--- src/rtl/axis_rx_framer_pkg.sv ---
// Shared definitions for the readout-to-Zynq return path.
// Covers the frame header layout and the framer state encoding.
package qpix_axis_pkg;

  localparam int WORD_W = 32;
  localparam logic [7:0] FRAME_MAGIC = 8'hA5;

  localparam int MAGIC_MSB = 31;
  localparam int MAGIC_LSB = 24;
  localparam int SEQ_MSB   = 23;
  localparam int SEQ_LSB   = 16;
  localparam int LEN_MSB   = 15;
  localparam int LEN_LSB   = 0;

  typedef enum logic [1:0] {
    IDLE    = 2'd0,
    HEADER  = 2'd1,
    PAYLOAD = 2'd2
  } framer_state_e;

  function automatic logic [WORD_W-1:0] build_header(input logic [7:0] seq, input logic [15:0] len);
    logic [WORD_W-1:0] hdr;
    hdr = '0;
    hdr[MAGIC_MSB:MAGIC_LSB] = FRAME_MAGIC;
    hdr[SEQ_MSB:SEQ_LSB]     = seq;
    hdr[LEN_MSB:LEN_LSB]     = len;
    return hdr;
  endfunction

endpackage

--- src/rtl/axis_rx_framer_if.sv ---
// Bundles the local write strobe and the outbound AXI-Stream channel.
// The master modport is the framer side; slave is the FSM/DMA side.
interface axis_rx_framer_if;
  import qpix_axis_pkg::*;

  logic [WORD_W-1:0] in_data;
  logic              in_valid;
  logic [WORD_W-1:0] m_axis_tdata;
  logic              m_axis_tlast;
  logic              m_axis_tvalid;
  logic              m_axis_tready;

  modport master (
    input  in_data, in_valid, m_axis_tready,
    output m_axis_tdata, m_axis_tlast, m_axis_tvalid
  );

  modport slave (
    output in_data, in_valid, m_axis_tready,
    input  m_axis_tdata, m_axis_tlast, m_axis_tvalid
  );

endinterface

--- src/rtl/axis_rx_framer_fifo.sv ---
// Circular word buffer with first-word-fall-through head and a one-ahead peek,
// so the framer can register the next payload word on the same handshake that pops.
module rx_word_fifo #(
  parameter int DEPTH      = 16,
  parameter int DATA_WIDTH = 32
) (
  input  logic                    clk,
  input  logic                    rst,
  input  logic                    wr_en_i,
  input  logic [DATA_WIDTH-1:0]   wr_data_i,
  input  logic                    rd_en_i,
  output logic [$clog2(DEPTH):0]  level_o,
  output logic                    full_o,
  output logic                    empty_o,
  output logic [DATA_WIDTH-1:0]   head_o,
  output logic [DATA_WIDTH-1:0]   head_next_o
);

  localparam int AW = $clog2(DEPTH);

  logic [DATA_WIDTH-1:0] mem_q [DEPTH];
  logic [AW:0]           wr_ptr_q;
  logic [AW:0]           rd_ptr_q;
  logic [AW-1:0]         rdAddr;
  logic [AW-1:0]         rdAddrNext;
  logic                  wrOk;
  logic                  rdOk;

  assign wrOk       = wr_en_i & ~full_o;
  assign rdOk       = rd_en_i & ~empty_o;
  assign rdAddr     = rd_ptr_q[AW-1:0];
  assign rdAddrNext = rdAddr + AW'(1);

  always_ff @(posedge clk or posedge rst) begin
    if (rst) begin
      wr_ptr_q <= '0;
      rd_ptr_q <= '0;
    end else begin
      if (wrOk) wr_ptr_q <= wr_ptr_q + 1'b1;
      if (rdOk) rd_ptr_q <= rd_ptr_q + 1'b1;
    end
  end

  // Storage is left unreset; only pointer-qualified entries are ever observed.
  always_ff @(posedge clk) begin
    if (wrOk) mem_q[wr_ptr_q[AW-1:0]] <= wr_data_i;
  end

  assign level_o     = wr_ptr_q - rd_ptr_q;
  assign full_o      = (level_o == (AW+1)'(DEPTH));
  assign empty_o     = (wr_ptr_q == rd_ptr_q);
  assign head_o      = mem_q[rdAddr];
  assign head_next_o = mem_q[rdAddrNext];

endmodule

--- src/rtl/axis_rx_framer.sv ---
// Buffers free-running readout words and ships them to the Zynq DMA as
// length-prefixed AXI-Stream frames, flushed on full frame or idle timeout.
module axis_rx_framer
  import qpix_axis_pkg::*;
#(
  parameter int DEPTH      = 16,
  parameter int DATA_WIDTH = 32,
  parameter int MAX_FRAME  = 8,
  parameter int TIMEOUT    = 1024
) (
  input  logic                    clk,
  input  logic                    rst,
  axis_rx_framer_if.master        bus,
  output logic [7:0]              frame_seq,
  output logic [15:0]             drop_cnt,
  output logic [$clog2(DEPTH):0]  buf_level
);

  localparam int LW = $clog2(DEPTH) + 1;
  localparam int TW = $clog2(TIMEOUT + 1);
  localparam logic [LW-1:0] MAX_LVL = LW'(MAX_FRAME);

  framer_state_e         state_q;
  logic [DATA_WIDTH-1:0] tdata_q;
  logic                  tvalid_q;
  logic                  tlast_q;
  logic [7:0]            seq_q;
  logic [15:0]           len_q;
  logic [15:0]           rem_q;
  logic [15:0]           drop_q;
  logic [TW-1:0]         tmo_q;
  logic [TW-1:0]         tmo_d;

  logic [LW-1:0]         level;
  logic                  full;
  logic                  empty;
  logic [DATA_WIDTH-1:0] head;
  logic [DATA_WIDTH-1:0] headNext;
  logic                  wrEn;
  logic                  popEn;
  logic                  frameFull;
  logic                  tmoHit;
  logic                  startFrame;
  logic [15:0]           lenNext;

  assign wrEn  = bus.in_valid & ~full;
  assign popEn = (state_q == PAYLOAD) & tvalid_q & bus.m_axis_tready;

  rx_word_fifo #(
    .DEPTH      (DEPTH),
    .DATA_WIDTH (DATA_WIDTH)
  ) u_fifo (
    .clk         (clk),
    .rst         (rst),
    .wr_en_i     (wrEn),
    .wr_data_i   (bus.in_data),
    .rd_en_i     (popEn),
    .level_o     (level),
    .full_o      (full),
    .empty_o     (empty),
    .head_o      (head),
    .head_next_o (headNext)
  );

  // The frame starts on the edge where the idle counter would reach TIMEOUT-1.
  always_comb begin
    frameFull  = (level >= MAX_LVL);
    tmoHit     = (TIMEOUT < 2) || (int'(tmo_q) >= TIMEOUT - 2);
    startFrame = (state_q == IDLE) && !empty && (frameFull || tmoHit);
    lenNext    = frameFull ? 16'(MAX_FRAME) : 16'(level);
    tmo_d      = '0;
    if ((state_q == IDLE) && !empty && !startFrame) tmo_d = tmo_q + 1'b1;
  end

  always_ff @(posedge clk or posedge rst) begin
    if (rst) begin
      tmo_q  <= '0;
      drop_q <= '0;
    end else begin
      tmo_q <= tmo_d;
      if (bus.in_valid && full && (drop_q != 16'hFFFF)) drop_q <= drop_q + 16'd1;
    end
  end

  always_ff @(posedge clk or posedge rst) begin
    if (rst) begin
      state_q  <= IDLE;
      tdata_q  <= '0;
      tvalid_q <= 1'b0;
      tlast_q  <= 1'b0;
      seq_q    <= '0;
      len_q    <= '0;
      rem_q    <= '0;
    end else begin
      case (state_q)
        IDLE: begin
          tdata_q  <= '0;
          tvalid_q <= 1'b0;
          tlast_q  <= 1'b0;
          if (startFrame) begin
            len_q   <= lenNext;
            state_q <= HEADER;
          end
        end
        HEADER: begin
          if (!tvalid_q) begin
            tdata_q  <= build_header(seq_q, len_q);
            tvalid_q <= 1'b1;
            tlast_q  <= 1'b0;
          end else if (bus.m_axis_tready) begin
            seq_q   <= seq_q + 8'd1;
            rem_q   <= len_q;
            tdata_q <= head;
            tlast_q <= (len_q == 16'd1);
            state_q <= PAYLOAD;
          end
        end
        PAYLOAD: begin
          // Head advances on the pop, so the word after it is what goes out next.
          if (bus.m_axis_tready) begin
            if (rem_q == 16'd1) begin
              tdata_q  <= '0;
              tvalid_q <= 1'b0;
              tlast_q  <= 1'b0;
              state_q  <= IDLE;
            end else begin
              rem_q   <= rem_q - 16'd1;
              tdata_q <= headNext;
              tlast_q <= (rem_q == 16'd2);
            end
          end
        end
        default: state_q <= IDLE;
      endcase
    end
  end

  assign bus.m_axis_tdata  = tdata_q;
  assign bus.m_axis_tvalid = tvalid_q;
  assign bus.m_axis_tlast  = tlast_q;
  assign frame_seq         = seq_q;
  assign drop_cnt          = drop_q;
  assign buf_level         = level;

endmodule

--- src/flat_wrapper.sv ---
// flat-port wrapper written by rule: the top's interface ports become plain ports
module axis_rx_framer_flat import qpix_axis_pkg::*;
#(
  parameter int DEPTH      = 16,
  parameter int DATA_WIDTH = 32,
  parameter int MAX_FRAME  = 8,
  parameter int TIMEOUT    = 1024
)
  (clk, rst, frame_seq, drop_cnt, buf_level, bus_in_data, bus_in_valid, bus_m_axis_tready, bus_m_axis_tdata, bus_m_axis_tlast, bus_m_axis_tvalid);
  axis_rx_framer_if bus_i ();
  input  logic clk;
  input  logic rst;
  output logic [7:0] frame_seq;
  output logic [15:0] drop_cnt;
  output logic [$clog2(DEPTH):0] buf_level;
  input wire logic [$bits(bus_i.in_data)-1:0] bus_in_data;
  input wire logic [$bits(bus_i.in_valid)-1:0] bus_in_valid;
  input wire logic [$bits(bus_i.m_axis_tready)-1:0] bus_m_axis_tready;
  output wire logic [$bits(bus_i.m_axis_tdata)-1:0] bus_m_axis_tdata;
  output wire logic [$bits(bus_i.m_axis_tlast)-1:0] bus_m_axis_tlast;
  output wire logic [$bits(bus_i.m_axis_tvalid)-1:0] bus_m_axis_tvalid;
  assign bus_i.in_data = bus_in_data;
  assign bus_i.in_valid = bus_in_valid;
  assign bus_i.m_axis_tready = bus_m_axis_tready;
  assign bus_m_axis_tdata = bus_i.m_axis_tdata;
  assign bus_m_axis_tlast = bus_i.m_axis_tlast;
  assign bus_m_axis_tvalid = bus_i.m_axis_tvalid;
  axis_rx_framer #(.DEPTH(DEPTH), .DATA_WIDTH(DATA_WIDTH), .MAX_FRAME(MAX_FRAME), .TIMEOUT(TIMEOUT)) u_core (.clk(clk), .rst(rst), .bus(bus_i), .frame_seq(frame_seq), .drop_cnt(drop_cnt), .buf_level(buf_level));
endmodule
--- config.mk ---
export PLATFORM = sky130hd
export DESIGN_NAME = axis_rx_framer_flat
export DESIGN_NICKNAME = d
export VERILOG_FILES = /design/src/rtl/axis_rx_framer_pkg.sv /design/src/rtl/axis_rx_framer_if.sv /design/src/rtl/axis_rx_framer_fifo.sv /design/src/rtl/axis_rx_framer.sv /design/src/flat_wrapper.sv
export SDC_FILE = /design/constraint.sdc
export NUM_CORES = 1
export LEC_CHECK = 0
export ABC_CLOCK_PERIOD_IN_PS = 10850
export CAP_MARGIN = 20
export CORE_MARGIN = 2
export CORE_UTILIZATION = 30
export CTS_CLUSTER_SIZE = 28
export DETAILED_ROUTE_END_ITERATION = 7
export SETUP_SLACK_MARGIN = 0.02
export SKIP_LAST_GASP = 1
export SYNTH_ARGS = -nofsm -noshare
export SYNTH_HDL_FRONTEND = slang
export SYNTH_HIERARCHICAL = 1
export SYNTH_SLANG_ARGS = --single-unit
--- constraint.sdc ---
create_clock -name clk -period 10.85 [get_ports clk]
set_input_delay 2.17 -clock clk [delete_from_list [all_inputs] [get_ports clk]]
set_output_delay 2.17 -clock clk [all_outputs]
set_load 0.1 [all_outputs]
==> results.toml <==
[cells_and_area]
drive_gt1_share_pct = 22.2
seqCellArea_sq_um = 17900
postLayoutCoreUtil_pct = 34.8
nets = 1759
multi_input_area_sq_um = 10400
final_cells = 3033
fillers = 8973
postLayoutCellArea_sq_um = 33500
areaGrowthSynthToFinish_pct = 15.5

[yosys]
synth_nets = 1657
synth_seq_cells = 614
synth-seq-area-share_pct = 61.8
synth-main-ff-cell = "edfxtp_1"
yosysMostFrequentCell = "edfxtp_1"
async_reset_ff_share_pct = 16.6
yosys-top-cells-area = "edfxtp_1, mux4_2, dfrtp_1"
synthesis.area_sq_um = 29000
synth_area_per_cell_sq_um = 18.1
synthDistinctLibCells = 61
syn_inst = 1600
synth.top_cell.area_share_pct = 53.0
ys_top_cells_by_count = "edfxtp_1, mux4_2, nand2_1, dfrtp_1, mux4_1"
yosys.area.top_type = "edfxtp_1"
yosys_warnings = 6
synth_edf_count = 512

[global_route]
grt_pass1_wl_um = 112000
grt_antenna_before_repair = 10
grt_usage_pct = 15.2
grt_max_degree = 72
overflow = 0
grt_pass1_vias = 16700

[setup_path]
worstPathRequired_ns = 8.68
cp_num_buf_inv = 4
path_cells = "buf_4 -> inv_1 -> buf_4 -> ha_1 -> nor2_1 -> a21oi_1 -> xnor2_1 -> clkdlybuf4s50_1"
critPathMostFrequentCell = "buf_4"
crit_path_end_kind = "primary output"
critPathTopFamily = "buffers and inverters"
cp.arrival_ns = 4.60
timing_worst_setup_path_type = "reg2out"
cp-start-kind = "flip-flop"
slowest_stage = "clkdlybuf4s50_1"
cp_max_fo = 27
cpPeakStageDelay_ns = 1.34

[drt]
routed_wl_um = 75600
drt-pass1-iter-count = 8
detail-route-antenna-nets = 0
dr_total_vias = 16200
wl_per_cell_um = 24.9
drt-vias-per-instance = 5.36
drt_iter0_drc = 1455
drcViolationCount = 0

[place]
dpl_worst_slack_ns = 4.72
dpl.hpwl_um = 43700
gp_congestion = 0.783
place_area_sq_um = 31300
place_inst = 2909
numPortBuffers = 98

[cts]
clk_latency_ns = 0.60
cts_tree = "done"
cts_buffer_depth = 3
clk_pin_slew_ns = 0.06
clock_sinks = 614
clock-root-buffer = "clkbuf_16"
cts_hold_buf = 0
ctsResizeCount = 0
postCtsSetupBuffers = 0
htreeDepth = 3
cts_buffers = 66

[sta]
timing.fmax_mhz = 148
fin_crit_ns = 6.77
period_share_pct = 62.4
timing.clock.skew_ns = 0.0242
drv_slew = 0
rsz0062_at_grt = "false"
fin_tns_setup_ns = 0
finalHoldViolations = 0
setup_slack_ns = 4.08
finalSetupViolations = 0
worst_pin_slew_ns = 1.06
timing.slew.headroom_pct = 29.3

[power_and_ir_drop]
irDropWorstVdd_uv = 199
leakagePower_uw = 0.0114
power_density_nw_per_um2 = 292

[floorplanning]
core_area_sq_um = 96300
start_util_pct = 30.1
die_y_um = 315
die_w_um = 315
num_rows = 114
io_pins = 99
fp.dieArea_sq_um = 99200

[hold_path]
worstHoldPathType = "reg2reg"

[run]
maxCapViolations = 0

[status]
status = "complete, no violations"
## report_power, final
part | internal (uW) | switching (uW) | total [uW] | leakage (uW)
Clock | 1350 | 924 | 2270 | 0.00108
Combinational | 1880 | 2480 | 4370 | 0.00435
Sequential | 2890 | 260 | 3150 | 0.00599
Total | 6120 | 3670 | 9790 | 0.0114
## worst register-to-register path, delay by kind of cell, from the launching register on
family                   cells  cell delay, ns
AO/OA/AOI/OAI                2            0.61
XOR/XNOR                     1            0.32
adder cells (fa/ha/maj)      1            0.40
buffers and inverters        5            1.67
flip-flops                   1            0.36
AND/OR/NAND/NOR              4            0.88
## final timing paths
kind	endpoint	from	slack [ns]	cells past startpoint
hold reg to reg	u_core/u_fifo/rd_ptr_q[4]	u_core/u_fifo/rd_ptr_q[4]	0.49	1
min in group asynchronous	u_core/u_fifo/wr_ptr_q[4]	rst	2.03	2
max in group asynchronous	u_core/bus.m_axis_tdata[9]	rst	7.50	3
setup / recovery	buf_level[4]	u_core/u_fifo/rd_ptr_q[3]	4.08	8
hold / removal	u_core/u_fifo/rd_ptr_q[4]	u_core/u_fifo/rd_ptr_q[4]	0.49	1
setup reg to reg	u_core/u_fifo/mem_q[14][9]	u_core/u_fifo/rd_ptr_q[3]	6.20	13
## logic make-up after synthesis
kind of cell               synth area share [%]
AOI/OAI and AO/OA                          2.95
and+or+nand+nor                            6.24
adders and majority gates                 0.931
muxes                                      24.0
buffers and inverters                      2.51
xor gates and xnor gates                   1.57
DFF                                        61.8
## placed cells by master, fill, tap and decap left out, types with 17 or more instances in the layout
cell type / n
clkbuf_1: 17
nand3_1: 27
nand2_1: 163
xnor2_1: 24
and3_1: 37
edfxtp_1: 512
dfrtp_1: 99
a31oi_1: 36
inv_1: 17
buf_4: 37
mux4_2: 209
clkdlybuf4s50_1: 98
xor2_1: 26
clkbuf_16: 68
nor2_1: 56
ha_1: 19
a221o_1: 17
mux4_1: 79
## metrics by stage
| step | hold slack [ns] | power [uW] |
|---|---|---|
| floorplan | 0.461 | 6540 |
| global placement | 0.479 | 7530 |
| detailed placement | 0.485 | 7600 |
| CTS | 0.494 | 9890 |
| global route | 0.505 | 10300 |
| finish | 0.488 | 9790 |
## layout make-up
class                   instances  share of cell area, %
clock inverters                34                   1.14
repair buffers                136                   3.84
multi-input cells             865                   31.1
inverters                      19                  0.220
diodes                          1                0.00746
clock buffers                  88                   5.39
well taps                    1276                   4.76
flip-flops and latches        614                   53.5
## flip-flops by register name (all words and copies together), names as in the netlist
register                  cells
u_core/bus.m_axis_tdata      32
u_core/bus.m_axis_tlast       1
u_core/bus.m_axis_tvalid      1
u_core/drop_cnt              16
u_core/frame_seq              8
u_core/len_q                  5
u_core/rem_q                 16
u_core/state_q                2
u_core/tmo_q                 11
u_core/u_fifo/mem_q         512
u_core/u_fifo/rd_ptr_q        5
u_core/u_fifo/wr_ptr_q        5
## per-layer routing
layer,track usage [%],up-vias,wire length [um]
li1,-,6862,-
met1,20.3,8712,31800
met2,25.3,543,37500
met3,3.07,111,4810
met4,4.08,18,1440
met5,0,-,109
No activity file was read; power rests on OpenSTA's default activity.
